File: src/rtl/dma_pkg.sv
// Shared constants and state encoding for the DMA transfer engine.
// Imported by dma_master and dma_buf.
package dma_pkg;

  typedef enum logic [2:0] {
    IDLE,
    RADDR,
    RDATA,
    WADDR,
    WDATA,
    WRESP,
    DONE
  } dma_state_e;

  localparam logic [2:0]  AXI_SIZE_4B    = 3'b010;
  localparam logic [1:0]  AXI_BURST_INCR = 2'b01;
  localparam logic [1:0]  AXI_RESP_OKAY  = 2'b00;
  localparam int          MAX_BURST      = 16;
  localparam logic [12:0] BOUNDARY_4K    = 13'h1000;

endpackage

File: src/rtl/dma_buf.sv
// Burst staging buffer: one synchronous write port, one combinational read port.
// Holds one read burst until it is replayed on the write channel.
module dma_buf
  import dma_pkg::*;
#(
  parameter int DEPTH  = MAX_BURST,
  parameter int DATA_W = 32,
  parameter int IDX_W  = 4
) (
  input  logic              clk,
  input  logic              wr_en,
  input  logic [IDX_W-1:0]  wr_idx,
  input  logic [DATA_W-1:0] wr_data,
  input  logic [IDX_W-1:0]  rd_idx,
  output logic [DATA_W-1:0] rd_data
);

  logic [DATA_W-1:0] mem [DEPTH];

  always_ff @(posedge clk) begin
    if (wr_en) begin
      mem[wr_idx] <= wr_data;
    end
  end

  assign rd_data = mem[rd_idx];

endmodule

File: src/rtl/dma_master.sv
// AXI DMA transfer engine: INCR read bursts into a local buffer, then matching
// INCR write bursts, split so that no burst crosses a 4 KB boundary.
module dma_master #(
  parameter int              DATA_W    = 32,
  parameter int              ADDR_W    = 32,
  parameter int              ID_W      = 4,
  parameter int              LEN_W     = 4,
  parameter int              MAX_BURST = 16,
  parameter logic [ID_W-1:0] MST_ID    = ID_W'(2)
) (
  input  logic              clk,
  input  logic              rst,
  input  logic              DMAEN,
  input  logic [31:0]       DMASRC,
  input  logic [31:0]       DMADST,
  input  logic [31:0]       DMALEN,
  output logic              DMA_interrupt,
  output logic              DMA_err,
  output logic [ID_W-1:0]   M_ARID,
  output logic [ADDR_W-1:0] M_ARAddr,
  output logic [LEN_W-1:0]  M_ARLen,
  output logic [2:0]        M_ARSize,
  output logic [1:0]        M_ARBurst,
  output logic              M_ARValid,
  input  logic              M_ARReady,
  input  logic [ID_W-1:0]   M_RID,
  input  logic [DATA_W-1:0] M_RData,
  input  logic [1:0]        M_RResp,
  input  logic              M_RLast,
  input  logic              M_RValid,
  output logic              M_RReady,
  output logic [ID_W-1:0]   M_AWID,
  output logic [ADDR_W-1:0] M_AWAddr,
  output logic [LEN_W-1:0]  M_AWLen,
  output logic [2:0]        M_AWSize,
  output logic [1:0]        M_AWBurst,
  output logic              M_AWValid,
  input  logic              M_AWReady,
  output logic [DATA_W-1:0] M_WData,
  output logic [3:0]        M_WStrb,
  output logic              M_WLast,
  output logic              M_WValid,
  input  logic              M_WReady,
  input  logic [ID_W-1:0]   M_BID,
  input  logic [1:0]        M_BResp,
  input  logic              M_BValid,
  output logic              M_BReady
);

  import dma_pkg::*;

  dma_state_e        state, next_state;
  logic [ADDR_W-1:0] src, dst, src_adv, dst_adv;
  logic [31:0]       rem, rem_adv;
  logic [LEN_W:0]    beats, beats_nxt;
  logic [LEN_W-1:0]  idx;
  logic              w_last;
  logic              buf_wr;
  logic              unused_ok;

  // Largest burst that fits the remaining length, the buffer and both 4 KB pages.
  function automatic logic [LEN_W:0] calc_beats(input logic [ADDR_W-1:0] s,
                                                input logic [ADDR_W-1:0] d,
                                                input logic [31:0]       r);
    logic [12:0] s_room, d_room;
    logic [31:0] b;
    s_room = (BOUNDARY_4K - {1'b0, s[11:0]}) >> 2;
    d_room = (BOUNDARY_4K - {1'b0, d[11:0]}) >> 2;
    b = 32'(MAX_BURST);
    if (r < b) b = r;
    if ({19'd0, s_room} < b) b = {19'd0, s_room};
    if ({19'd0, d_room} < b) b = {19'd0, d_room};
    return (LEN_W+1)'(b);
  endfunction

  assign src_adv = src + ADDR_W'({beats, 2'b00});
  assign dst_adv = dst + ADDR_W'({beats, 2'b00});
  assign rem_adv = rem - 32'(beats);
  assign w_last  = ({1'b0, idx} == beats - (LEN_W+1)'(1));
  assign buf_wr  = (state == RDATA) && M_RValid;

  assign M_ARID    = MST_ID;
  assign M_AWID    = MST_ID;
  assign M_ARSize  = AXI_SIZE_4B;
  assign M_AWSize  = AXI_SIZE_4B;
  assign M_ARBurst = AXI_BURST_INCR;
  assign M_AWBurst = AXI_BURST_INCR;
  assign M_WStrb   = 4'hF;
  assign M_ARAddr  = src;
  assign M_AWAddr  = dst;
  assign M_ARLen   = LEN_W'(beats - (LEN_W+1)'(1));
  assign M_AWLen   = LEN_W'(beats - (LEN_W+1)'(1));
  assign M_WLast   = w_last;
  assign unused_ok = ^{M_RID, M_BID};

  dma_buf #(
    .DEPTH (MAX_BURST),
    .DATA_W(DATA_W),
    .IDX_W (LEN_W)
  ) u_buf (
    .clk    (clk),
    .wr_en  (buf_wr),
    .wr_idx (idx),
    .wr_data(M_RData),
    .rd_idx (idx),
    .rd_data(M_WData)
  );

  always_ff @(posedge clk or negedge rst) begin
    if (!rst) begin
      state <= IDLE;
    end else begin
      state <= next_state;
    end
  end

  always_comb begin
    next_state = state;
    beats_nxt  = beats;
    M_ARValid  = 1'b0;
    M_RReady   = 1'b0;
    M_AWValid  = 1'b0;
    M_WValid   = 1'b0;
    M_BReady   = 1'b0;
    case (state)
      IDLE: begin
        if (DMAEN) begin
          if (DMALEN == 32'd0) begin
            next_state = DONE;
          end else begin
            next_state = RADDR;
            beats_nxt  = calc_beats(ADDR_W'(DMASRC), ADDR_W'(DMADST), DMALEN);
          end
        end
      end
      RADDR: begin
        M_ARValid = 1'b1;
        if (M_ARReady) next_state = RDATA;
      end
      RDATA: begin
        M_RReady = 1'b1;
        if (M_RValid && M_RLast) next_state = WADDR;
      end
      WADDR: begin
        M_AWValid = 1'b1;
        if (M_AWReady) next_state = WDATA;
      end
      WDATA: begin
        M_WValid = 1'b1;
        if (M_WReady && w_last) next_state = WRESP;
      end
      WRESP: begin
        M_BReady = 1'b1;
        if (M_BValid) begin
          if (rem_adv == 32'd0 || !DMAEN) begin
            next_state = DONE;
          end else begin
            next_state = RADDR;
            beats_nxt  = calc_beats(src_adv, dst_adv, rem_adv);
          end
        end
      end
      DONE: begin
        if (!DMAEN) next_state = IDLE;
      end
      default: next_state = IDLE;
    endcase
  end

  // Interrupt is only raised when the transfer ends with the enable still high.
  always_ff @(posedge clk or negedge rst) begin
    if (!rst) begin
      src           <= '0;
      dst           <= '0;
      rem           <= '0;
      beats         <= '0;
      idx           <= '0;
      DMA_err       <= 1'b0;
      DMA_interrupt <= 1'b0;
    end else begin
      beats         <= beats_nxt;
      DMA_interrupt <= (next_state == DONE) && DMAEN;
      case (state)
        IDLE: begin
          if (DMAEN) begin
            src     <= ADDR_W'(DMASRC);
            dst     <= ADDR_W'(DMADST);
            rem     <= DMALEN;
            idx     <= '0;
            DMA_err <= 1'b0;
          end
        end
        RDATA: begin
          if (M_RValid) begin
            idx <= M_RLast ? '0 : idx + LEN_W'(1);
            if (M_RResp != AXI_RESP_OKAY ||
                (M_RLast && ({1'b0, idx} + (LEN_W+1)'(1)) != beats)) begin
              DMA_err <= 1'b1;
            end
          end
        end
        WDATA: begin
          if (M_WReady) idx <= w_last ? '0 : idx + LEN_W'(1);
        end
        WRESP: begin
          if (M_BValid) begin
            src <= src_adv;
            dst <= dst_adv;
            rem <= rem_adv;
            if (M_BResp != AXI_RESP_OKAY) DMA_err <= 1'b1;
          end
        end
        default: ;
      endcase
    end
  end

endmodule

File: config.mk
export PLATFORM = sky130hd
export DESIGN_NAME = dma_master
export DESIGN_NICKNAME = d
export VERILOG_FILES = /design/src/rtl/dma_pkg.sv /design/src/rtl/dma_buf.sv /design/src/rtl/dma_master.sv
export SDC_FILE = /design/constraint.sdc
export NUM_CORES = 1
export LEC_CHECK = 0
export ABC_CLOCK_PERIOD_IN_PS = 9100
export CAP_MARGIN = 25
export CORE_AREA = 2 2 228 230
export DETAILED_ROUTE_END_ITERATION = 6
export DIE_AREA = 0 0 230 232
export PLACE_DENSITY_LB_ADDON = 0.12
export SLEW_MARGIN = 10
export SYNTH_ARGS = -nofsm -noshare
export SYNTH_HDL_FRONTEND = slang
export SYNTH_SLANG_ARGS = --single-unit
File: constraint.sdc
create_clock -name clk -period 9.1 [get_ports clk]
set_clock_uncertainty 0.2 [all_clocks]
set_input_delay 1.365 -clock clk [delete_from_list [all_inputs] [get_ports clk]]
set_output_delay 1.365 -clock clk [all_outputs]
set_load 0.1 [all_outputs]
======== Word-level counts from Yosys, hierarchy flattened ========
Memories as Yosys holds them, arrays and structs flattened.
Cells that the tools add are included.
word-level totals
  logic and storage cells ................. 123
  input port bits ......................... 149
  flip-flop bits (word level) ............. 110
  output and inout bits ................... 134
  memories ................................ 1
  memory bits (writable) .................. 512
memory list
  name       depth  bits a word  rd ports  clocked after memory_dff  wr ports  line           text
  u_buf.mem  16     32           1         0                         1         dma_buf.sv:18  logic [DATA_W-1:0] mem [DEPTH];
cells by class
  reductions and logical operators ........ 20
  equality and inequality tests ........... 17
  $add $sub $neg .......................... 10
  mux-type cells .......................... 61
  order comparisons ....................... 6
operators by type and width
  cell                                                          number
  2-to-1 mux 32 bit                                             22
  case mux 32 bit (2 select lines)                              3
  less-than comparator 11 x 32 -> 1 bit                         4
  adder 32 x 7 -> 32 bit                                        2
  logical NOT 32 bit                                            2
  less-than comparator 32 x 5 -> 1 bit (second input constant)  2
  subtractor 13 x 12 -> 13 bit (first input constant)           4
  subtractor 32 x 5 -> 32 bit                                   1
  2-to-1 mux 5 bit                                              6
  2-to-1 mux 3 bit                                              9
  case mux 3 bit (7 select lines)                               1
  2-to-1 mux 4 bit                                              5
  != test 2 bit (second input constant)                         7
  == test 3 bit (second input constant)                         4
  2-to-1 mux 1 bit                                              12
  case mux 4 bit (3 select lines)                               1
  case mux 5 bit (2 select lines)                               1
  == test 3 x 2 -> 1 bit (second input constant)                2
  AND reduction 6 bit                                           1
  nonzero test 2 bit                                            3
  nonzero test 3 bit                                            2
  adder 4 x 1 -> 5 bit (second input constant)                  1
  == test 4 x 5 -> 1 bit                                        1
  logical AND 1 bit                                             5
  other kinds (12)                                              13

======== Longest topological paths before layout ========
Gate-level depths: netlist of the first run.
  word-level depth ........................ 16
  mapped depth ............................ 31
  depth with buffers taken out ............ 30

======== By module ========
From an unflattened synthesis of the first run, not the netlist that was laid out.
second synthesis, totals
  cells, all modules ...................... 2094
  area, all modules ....................... 28919.0 um^2
modules (own cells, without submodules)
  module      instances  sequential area each (um^2)  area each (um^2)  cells each
  dma_buf     1          15374.7                      19194.7           806
  dma_master  1          2752.6                       9724.3            1288

======== Worst setup path after synthesis of the first run ========
OpenSTA, ideal clock, no wires.
  path kind ............................... register to register
  start ................................... reg src[2], in the netlist M_ARAddr[2]
  end ..................................... reg beats[4]
  arrival ................................. 7036 ps
  path slack .............................. 1760 ps
  clock period less this slack ............ 7340 ps
  setup time .............................. 104 ps
  cell stages (with the launch flop) ...... 29
  cell sequence ........................... dfrtp_1 ha_1 fa_1 nor4_1 nand2_1 nor3_1 nand3b_1 mux2_2 a21oi_1 xor2_1 ha_1 nand3_1 nand2_1 or4b_2 nor2_1 nor2_1 o31ai_4 nand2_1 ha_1 a41oi_1 o21ai_0 a21oi_1 o21a_1 nand3b_1 a2111oi_0 nand3_1 a21boi_1 o21ba_1 a221oi_1
between the ends
  word-level cells in the longest chain between the ends .. 12
RTL lines
  element                                line               text
  start: declaration                     dma_master.sv:53   logic [ADDR_W-1:0] src, dst, src_adv, dst_adv;
  start signal: assignment               dma_master.sv:186  src <= ADDR_W'(DMASRC);
  start signal: assignment               dma_master.sv:207  src <= src_adv;
  adder 32 x 7 -> 32 bit *               dma_master.sv:76   assign src_adv = src + ADDR_W'({beats, 2'b00});
  subtractor 13 x 12 -> 13 bit *         dma_master.sv:67   s_room = (BOUNDARY_4K - {1'b0, s[11:0]}) >> 2;
  less-than comparator 11 x 32 -> 1 bit  dma_master.sv:71   if ({19'd0, s_room} < b) b = {19'd0, s_room};
  2-to-1 mux 32 bit *                    dma_master.sv:71
  2-to-1 mux 32 bit *                    dma_master.sv:155  if (rem_adv == 32'd0 || !DMAEN) begin
  2-to-1 mux 32 bit *                    dma_master.sv:154  if (M_BValid) begin
  2-to-1 mux 32 bit *                    dma_master.sv:125  case (state)
  less-than comparator 11 x 32 -> 1 bit  dma_master.sv:72   if ({19'd0, d_room} < b) b = {19'd0, d_room};
  2-to-1 mux 5 bit *                     dma_master.sv:72
  2-to-1 mux 5 bit *                     dma_master.sv:155
  2-to-1 mux 5 bit *                     dma_master.sv:154
  case mux 5 bit (2 select lines) *      dma_master.sv:125
  end signal: assignment                 dma_master.sv:181  beats <= beats_nxt;
  end: declaration                       dma_master.sv:55   logic [LEN_W:0] beats, beats_nxt;
Every way passes the cells marked *; elsewhere a longest branch is shown, timed or not. The select of a mux whose other input is x is not followed.
A chain may end at the register's enable or synchronous reset.

======== Worst setup path in the final report of the first run ========
  start ................................... reg beats[0]
  end ..................................... reg beats[4]
between the ends
  word-level cells in the longest chain between the ends .. 16
  elaborated cells between the ends (all ways) .. 24
  those cells by class .................... add/sub (5); order compare (3); eq/ne (1); mux (12); reduce/logical (3)
RTL lines
  element                                line               text
  subtractor 32 x 5 -> 32 bit            dma_master.sv:78   assign rem_adv = rem - 32'(beats);
  less-than comparator 32 x 5 -> 1 bit   dma_master.sv:70   if (r < b) b = r;
  2-to-1 mux 32 bit                      dma_master.sv:70
  2-to-1 mux 32 bit                      dma_master.sv:155
  2-to-1 mux 32 bit                      dma_master.sv:154
  2-to-1 mux 32 bit                      dma_master.sv:125
  less-than comparator 11 x 32 -> 1 bit  dma_master.sv:71
  2-to-1 mux 32 bit                      dma_master.sv:71
  2-to-1 mux 32 bit                      dma_master.sv:155
  2-to-1 mux 32 bit                      dma_master.sv:154
  2-to-1 mux 32 bit                      dma_master.sv:125
  less-than comparator 11 x 32 -> 1 bit  dma_master.sv:72
  2-to-1 mux 5 bit                       dma_master.sv:72
  2-to-1 mux 5 bit                       dma_master.sv:155
  2-to-1 mux 5 bit                       dma_master.sv:154
  case mux 5 bit (2 select lines)        dma_master.sv:125
Several ways; a longest one is shown, not always the timed one. The select of a mux whose other input is x is not followed.

==> results.tsv, run 1 <==
stage	metric	value	unit
drt	met3 routed WL	4930	um
worst_hold_path	endpoint of the worst hold path	DMA_err	
sta	Final setup violation count	0	
grt	wire length of the first global-routing pass	114000	um
worst_setup_path	cell type of the slowest stage on the worst timing path	sky130_fd_sc_hd__nor4_1	
worst_setup_path	startpoint type of the worst setup path	register	
clocking	clock root buffer	sky130_fd_sc_hd__clkbuf_16	
pwr	power per cell area	348	nW/um2
floorplan	I/O pins	283	
floorplan	Chip Width	230	um
drt	DR WL/cell	25.0	um
pwr	leakage	11.5	nW
sta	Final Hold Slack	0.309	ns
run_status	violated checks	DRC	
worst_setup_path	Crit. End Element	register	
floorplan	DIE AREA	53400	um2
clocking	Setup Buffers After CTS	0	
drt	ANT nets after route	0	
clocking	Max Buffers Root-to-Sink	3	
run_status	result of the run	finished with violations	
placement	DP Cell Count	2907	
drt	remaining design rule violation count	2	
clocking	post_cts resized	0	
layout	most frequent standard cell in the layout excluding fill and tap cells	sky130_fd_sc_hd__edfxtp_1	
synth	gate count of the mapped netlist	2051	
drt	routed length on met2	38100	um
floorplan	core footprint	50900	um2
sta	setup repair after global routing missed its margin	false	
grt	gr ovfl total	0	
floorplan	height of the die	232	um
drt	WL final	75500	um
layout	layout overhead on the synthesized area	18.2	%
synth	library cell with the largest summed area after synthesis	sky130_fd_sc_hd__edfxtp_1	
synth	count of flip-flops with a built-in enable after synthesis	512	
sta	worst setup margin	1.03	ns
job	maxcap violations	0	
sta	worst relative slew slack	0.251	
synth	area share of the largest cell type after synthesis	0.525	
drt	number of violations reported at the end of detailed-routing iteration 0	1890	
worst_setup_path	beginning of the worst register-to-register path	beats[0]	
synth	main area contributors after synthesis	sky130_fd_sc_hd__edfxtp_1, sky130_fd_sc_hd__mux4_2, sky130_fd_sc_hd__dfrtp_1	
worst_setup_path	endpoint of the lowest-slack register-to-register path	beats[4]	
sta	pins over their slew limit	0	
synth	Avg Cell Area, Syn	14.3	um2
grt	number of global-route vias before repair	18771	
worst_setup_path	worst r2r path cells	29	
clocking	clock latency at the later pin of the worst-skew pair	0.61	ns
clocking	CTS tree	done	
drt	number of detailed-route iterations in the first pass	7	
placement	DP Wirelength	45300	um
sta	slew at the pin closest to its max-slew limit	1.12	ns
drt	routed metal-1 wirelength	30200	um
worst_setup_path	Worst EP arrival	8.37	ns
placement	Cell Area, Placed	32500	um2
sta	Final Hold Fails	0	
synth	register bit count reported by yosys	622	
floorplan	Std-Cell Rows	83	
sta	highest clock frequency the design can meet	124	MHz
drt	routed via count divided by cell count	6.32	
worst_setup_path	maximum fanout encountered on the critical timing path	7	
layout	Post-Route Utilization	0.680	
layout	fraction of final layout cells sized beyond drive strength 1	0.143	
worst_setup_path	stage delay of the slowest cell on the critical path	0.70	ns
pwr	power after layout	12.0	mW
grt	largest net degree at the start of global routing	94	
worst_hold_path	startpoint of the most critical hold path	DMA_err	
clocking	clock-pin slew on the worst setup and hold paths	0.06	ns
synth	FFs w/ async S/R, synth	0.177	
placement	gpl congestion	0.986	
synth	Cell variety after synth	91	
clocking	sinks on the clock net	622	
worst_setup_path	worst endpoint required time	9.40	ns
grt	number of antenna violations at the first check in global routing	1	
sta	min Tclk post-route	8.07	ns
drt	via count	19110	
layout	most frequent cells in the layout	sky130_fd_sc_hd__edfxtp_1, sky130_fd_sc_hd__clkdlybuf4s50_1, sky130_fd_sc_hd__mux4_2	
sta	post-route clock period utilization	0.887	
pwr	Peak VDD IR	281	uV
clocking	number of hold buffers added after cts	0	
sta	Setup Total Neg Slack	0	ns
worst_hold_path	worst min-delay path class	reg -> reg	
layout	Nets	2508	
floorplan	Initial Util	0.575	
grt	Global Route Usage Sum	0.285	
synth	Most used DFF post-synth	sky130_fd_sc_hd__edfxtp_1	
drt	top routing layer used	met5	
clocking	number of buffers created by CTS	66	
synth	combined area of all synthesized cells	29300	um2
worst_setup_path	path type of the worst setup path	reg -> reg	
synth	sequential element share of the synthesized area	0.619	
layout	post-route cell area	34600	um2
layout	final standard cell count with taps included and fillers excluded	3024	
placement	pre-CTS worst setup slack	1.17	ns
worst_hold_path	number of cells on the worst hold path	2	
worst_setup_path	worst setup slack for register-to-register paths	1.03	ns
placement	Buffers on Ports	252	
synth	total of warnings raised by yosys	0	
clocking	CTS H-tree lvls	3	
## routing by layer
layer	vias up	track usage
met1	9664	0.386
met3	138	0.0411
met5	-	0
li1	8488	-
met2	818	0.478
met4	2	0.0964
## synth_stat cells (18+ instances only)
| cell | count |
|---|---|
| sky130_fd_sc_hd__nor4_1 | 27 |
| sky130_fd_sc_hd__xnor2_1 | 43 |
| sky130_fd_sc_hd__nand2_1 | 154 |
| sky130_fd_sc_hd__o21ai_0 | 105 |
| sky130_fd_sc_hd__a21oi_1 | 156 |
| sky130_fd_sc_hd__o22ai_1 | 39 |
| sky130_fd_sc_hd__a22oi_1 | 18 |
| sky130_fd_sc_hd__xor2_1 | 21 |
| sky130_fd_sc_hd__edfxtp_1 | 512 |
| sky130_fd_sc_hd__clkbuf_1 | 90 |
| sky130_fd_sc_hd__buf_4 | 26 |
| sky130_fd_sc_hd__ha_1 | 60 |
| sky130_fd_sc_hd__inv_1 | 30 |
| sky130_fd_sc_hd__nor3_1 | 37 |
| sky130_fd_sc_hd__nand2b_1 | 19 |
| sky130_fd_sc_hd__nand3_1 | 47 |
| sky130_fd_sc_hd__nor2_1 | 134 |
| sky130_fd_sc_hd__dfrtp_1 | 110 |
| sky130_fd_sc_hd__mux4_2 | 160 |
| sky130_fd_sc_hd__and3_1 | 21 |
## registers in the layout (all words and copies together), names as in the netlist
name           flops
DMA_err            1
DMA_interrupt      1
M_ARAddr          32
M_AWAddr          32
beats              5
idx                4
rem               32
state              3
u_buf.mem        512
## logic make-up (layout without fill, tap and decap cells)
group | count (synthesis) | after routing | share of synthesized area
XOR/XNOR | 64 | 64 | 0.0192
multiplexers | 167 | 167 | 0.126
AO/OA/AOI/OAI | 437 | 437 | 0.0929
adder cells (fa/ha/maj) | 63 | 63 | 0.0277
AND/OR/NAND/NOR | 524 | 524 | 0.0886
flip-flops | 622 | 622 | 0.619
other | 2 | 35 | 0.000257
buffers and inverters | 172 | 432 | 0.0263
## final cells by class
cell class	instances	area [um2]
well taps	680	851
fillers	3503	16300
multi-input cells	1289	10600
diodes	1	2.50
clock inverters	31	284
clock buffers	84	1790
inverters	32	123
repair buffers	285	2800
flip-flops and latches	622	18100
## critical path: cells and delay by family (launching register included)
kind                     cells  cell delay (ns)
AND/OR/NAND/NOR             12             3.37
AO/OA/AOI/OAI               10             1.97
adder cells (fa/ha/maj)      4             1.33
flip-flops                   1             0.36
multiplexers                 1             0.33
XOR/XNOR                     1             0.25
buffers and inverters        1             0.18
## worst max path at each step
stage                     start  endpoint  slack, ns
global route           beats[4]  beats[3]       0.52
detailed placement     beats[0]  beats[4]       1.17
floorplan           M_ARAddr[2]  beats[4]       1.76
finish                 beats[0]  beats[4]       1.03
global placement       beats[0]  beats[4]       1.25
CTS                    beats[0]  beats[4]       1.11
## where the power goes
group	leakage, nW	total (mW)	internal [mW]	switching, mW
Clock	1.00	2.58	1.46	1.11
Combinational	4.64	5.66	1.83	3.84
Sequential	5.86	3.80	3.36	0.446
Total	11.5	12.0	6.65	5.40
Power figures use the tool's default switching activity.
==> run 2: changes to the inputs <==
--- a/config.mk
+++ b/config.mk
@@ -5,11 +5,12 @@
 export SDC_FILE = /design/constraint.sdc
 export NUM_CORES = 1
 export LEC_CHECK = 0
-export ABC_CLOCK_PERIOD_IN_PS = 9100
+export ABC_CLOCK_PERIOD_IN_PS = 7200
 export CAP_MARGIN = 25
 export CORE_AREA = 2 2 228 230
 export DETAILED_ROUTE_END_ITERATION = 6
 export DIE_AREA = 0 0 230 232
+export DONT_BUFFER_PORTS = 1
 export PLACE_DENSITY_LB_ADDON = 0.12
 export SLEW_MARGIN = 10
 export SYNTH_ARGS = -nofsm -noshare
==> constraint.sdc (replaced) <==
create_clock -name clk -period 7.2 [get_ports clk]
set_clock_uncertainty 0.2 [all_clocks]
set_input_delay 1.08 -clock clk [delete_from_list [all_inputs] [get_ports clk]]
set_output_delay 1.08 -clock clk [all_outputs]
set_load 0.1 [all_outputs]
==> results.tsv, run 2 (same netlist as run 1, synthesis figures left out) <==
stage	metric	value	unit	change
placement	DP Wirelength	45900	um	was 45,300 um
grt	Global Route Usage Sum	0.279		was 0.285
sta	slew at the pin closest to its max-slew limit	1.08	ns	was 1.12 ns
clocking	clock root buffer	sky130_fd_sc_hd__clkbuf_16		unchanged
clocking	number of buffers created by CTS	66		unchanged
clocking	CTS tree	done		unchanged
worst_setup_path	cell type of the slowest stage on the worst timing path	sky130_fd_sc_hd__or4b_4		was sky130_fd_sc_hd__nor4_1
drt	via count	18447		was 19,110
floorplan	DIE AREA	53400	um2	unchanged
sta	worst relative slew slack	0.281		was 0.251
grt	gr ovfl total	0		unchanged
drt	WL final	74300	um	was 75,500 um
sta	worst setup margin	0.332	ns	was 1.03 ns
floorplan	Std-Cell Rows	83		unchanged
floorplan	Initial Util	0.575		unchanged
floorplan	I/O pins	283		unchanged
floorplan	Chip Width	230	um	unchanged
sta	post-route clock period utilization	0.954		was 0.887
run_status	violated checks	DRC		unchanged
layout	antenna diode count	0		was 1
floorplan	height of the die	232	um	unchanged
placement	pre-CTS worst setup slack	-0.418	ns	was 1.17 ns
layout	area of the multi-input gates	10800	um2	was 10,600 um2
grt	largest net degree at the start of global routing	111		was 94
worst_setup_path	Crit. End Element	register		unchanged
sta	min Tclk post-route	6.87	ns	was 8.07 ns
sta	highest clock frequency the design can meet	146	MHz	was 124 MHz
clocking	sinks on the clock net	622		unchanged
pwr	leakage	11.2	nW	was 11.5 nW
pwr	power per cell area	469	nW/um2	was 348 nW/um2
drt	number of violations reported at the end of detailed-routing iteration 0	1631		was 1,890
layout	Post-Route Utilization	0.654		was 0.680
clocking	Max Buffers Root-to-Sink	3		unchanged
worst_setup_path	worst endpoint required time	7.44	ns	was 9.40 ns
layout	fraction of final layout cells sized beyond drive strength 1	0.221		was 0.143
layout	Nets	2379		was 2,508
layout	largest reg by FF count	u_buf.mem		unchanged
floorplan	core footprint	50900	um2	unchanged
layout	most frequent standard cell in the layout excluding fill and tap cells	sky130_fd_sc_hd__edfxtp_1		unchanged
drt	routed via count divided by cell count	6.37		was 6.32
layout	final standard cell count with taps included and fillers excluded	2896		was 3,024
grt	number of antenna violations at the first check in global routing	1		unchanged
pwr	power after layout	15.6	mW	was 12.0 mW
drt	remaining design rule violation count	1		was 2
layout	most frequent cells in the layout	sky130_fd_sc_hd__edfxtp_1, sky130_fd_sc_hd__mux4_2, sky130_fd_sc_hd__nand2_1		was sky130_fd_sc_hd__edfxtp_1, sky130_fd_sc_hd__clkdlybuf4s50_1, sky130_fd_sc_hd__mux4_2
layout	flip-flop count of the largest register after layout	512		unchanged
sta	pins over their slew limit	0		unchanged
layout	layout overhead on the synthesized area	13.7	%	was 18.2%
clocking	clock-pin slew on the worst setup and hold paths	0.06	ns	about the same
drt	ANT nets after route	0		unchanged
run_status	result of the run	finished with violations		unchanged
worst_setup_path	library cell appearing most often on the critical path	sky130_fd_sc_hd__buf_4		
worst_setup_path	stage delay of the slowest cell on the critical path	0.52	ns	was 0.70 ns
clocking	CTS H-tree lvls	3		unchanged
placement	gpl congestion	0.933		was 0.986
sta	Final setup violation count	0		unchanged
worst_hold_path	worst min-delay path class	in -> async		was reg -> reg
pwr	Peak VDD IR	285	uV	was 281 uV
layout	fill cell count	3657		was 3,503
sta	Final Hold Slack	0.188	ns	was 0.309 ns
placement	Buffers on Ports	0		was 252
worst_setup_path	Worst EP arrival	7.11	ns	was 8.37 ns
worst_setup_path	path type of the worst setup path	reg -> reg		unchanged
job	maxcap violations	0		unchanged
worst_setup_path	maximum fanout encountered on the critical timing path	7		unchanged
placement	DP Cell Count	2777		was 2,907
sta	Final Hold Fails	0		unchanged
worst_setup_path	startpoint type of the worst setup path	register		unchanged
grt	wire length of the first global-routing pass	111000	um	was 114,000 um
layout	sequential cell area	18100	um2	about the same
clocking	clock latency at the later pin of the worst-skew pair	0.62	ns	was 0.61 ns
drt	DR WL/cell	25.6	um	was 25.0 um
grt	number of global-route vias before repair	18248		was 18,771
drt	number of detailed-route iterations in the first pass	7		unchanged
==> run 2: changes by cell type in the layout (fill, tap and decap cells not counted), sizes merged <==
cell,change
buf,+122
bufinv,+1
clkdlybuf4s50,-251
clkinv,-2
clkinvlp,+1
diode,-1
inv,+2
==> run 2: area by class of cell <==
type                       count  share of cell area
sequential                   622               0.545
clock inverter                33              0.0101
inverter                      32             0.00368
multi-input combinational   1289               0.324
tap                          680              0.0256
timing repair buffer         156              0.0385
clock buffer                  84              0.0535
==> run 2: power by group <==
part           switching [mW]  internal [mW]  total, mW
combinational            4.11           2.51       6.62
sequential               1.43           4.22       5.65
clock                    1.43           1.88       3.32
==> run 2: worst max-delay path: cells and delay by family, from the launching register on <==
family	cells	cell delay, ns
compound gates	11	1.59
xor+xnor	1	0.13
fa+ha+maj	4	1.25
buf+inv	6	0.96
flops	1	0.39
simple gates	12	2.17
==> run 2: metrics by stage <==
stage	instance area [um2]	setup TNS, ns
after CTS	33200	0
final	33300	0
after detailed placement	31000	-1.68
after global placement	31000	-1.07
after global routing	33300	-0.0561
after floorplan	29400	0
==> run 2: worst paths after layout <==
path,from,endpoint,slack [ns],depth (start not counted)
worst max-delay path,beats[0],beats[1],0.33,34
worst min-delay path,rst,M_ARAddr[2],0.19,1
worst max register to register,beats[0],beats[1],0.33,34
worst min register to register,rem[2],rem[2],0.29,2
max in group asynchronous,rst,M_AWAddr[24],6.03,1
min in group clk,rem[2],rem[2],0.29,2
==> run 2: what timing repair did <==
action | CTS | global route
setup buffers | 1 | 0
endpoints found under the setup margin | 5 | 5
pin swaps | 2 | 8
gates resized for setup | 9 | 16
hold endpoints to repair | 110 | 0
hold buffers | 1 | 0
==> run 2: layer usage <==
layer,GRT usage,share of wire,up-vias
li1,-,-,8222
met3,0.0643,0.075,132
met1,0.370,0.40,9365
met4,0.0873,0.027,0
met2,0.463,0.50,728
met5,0,0,-
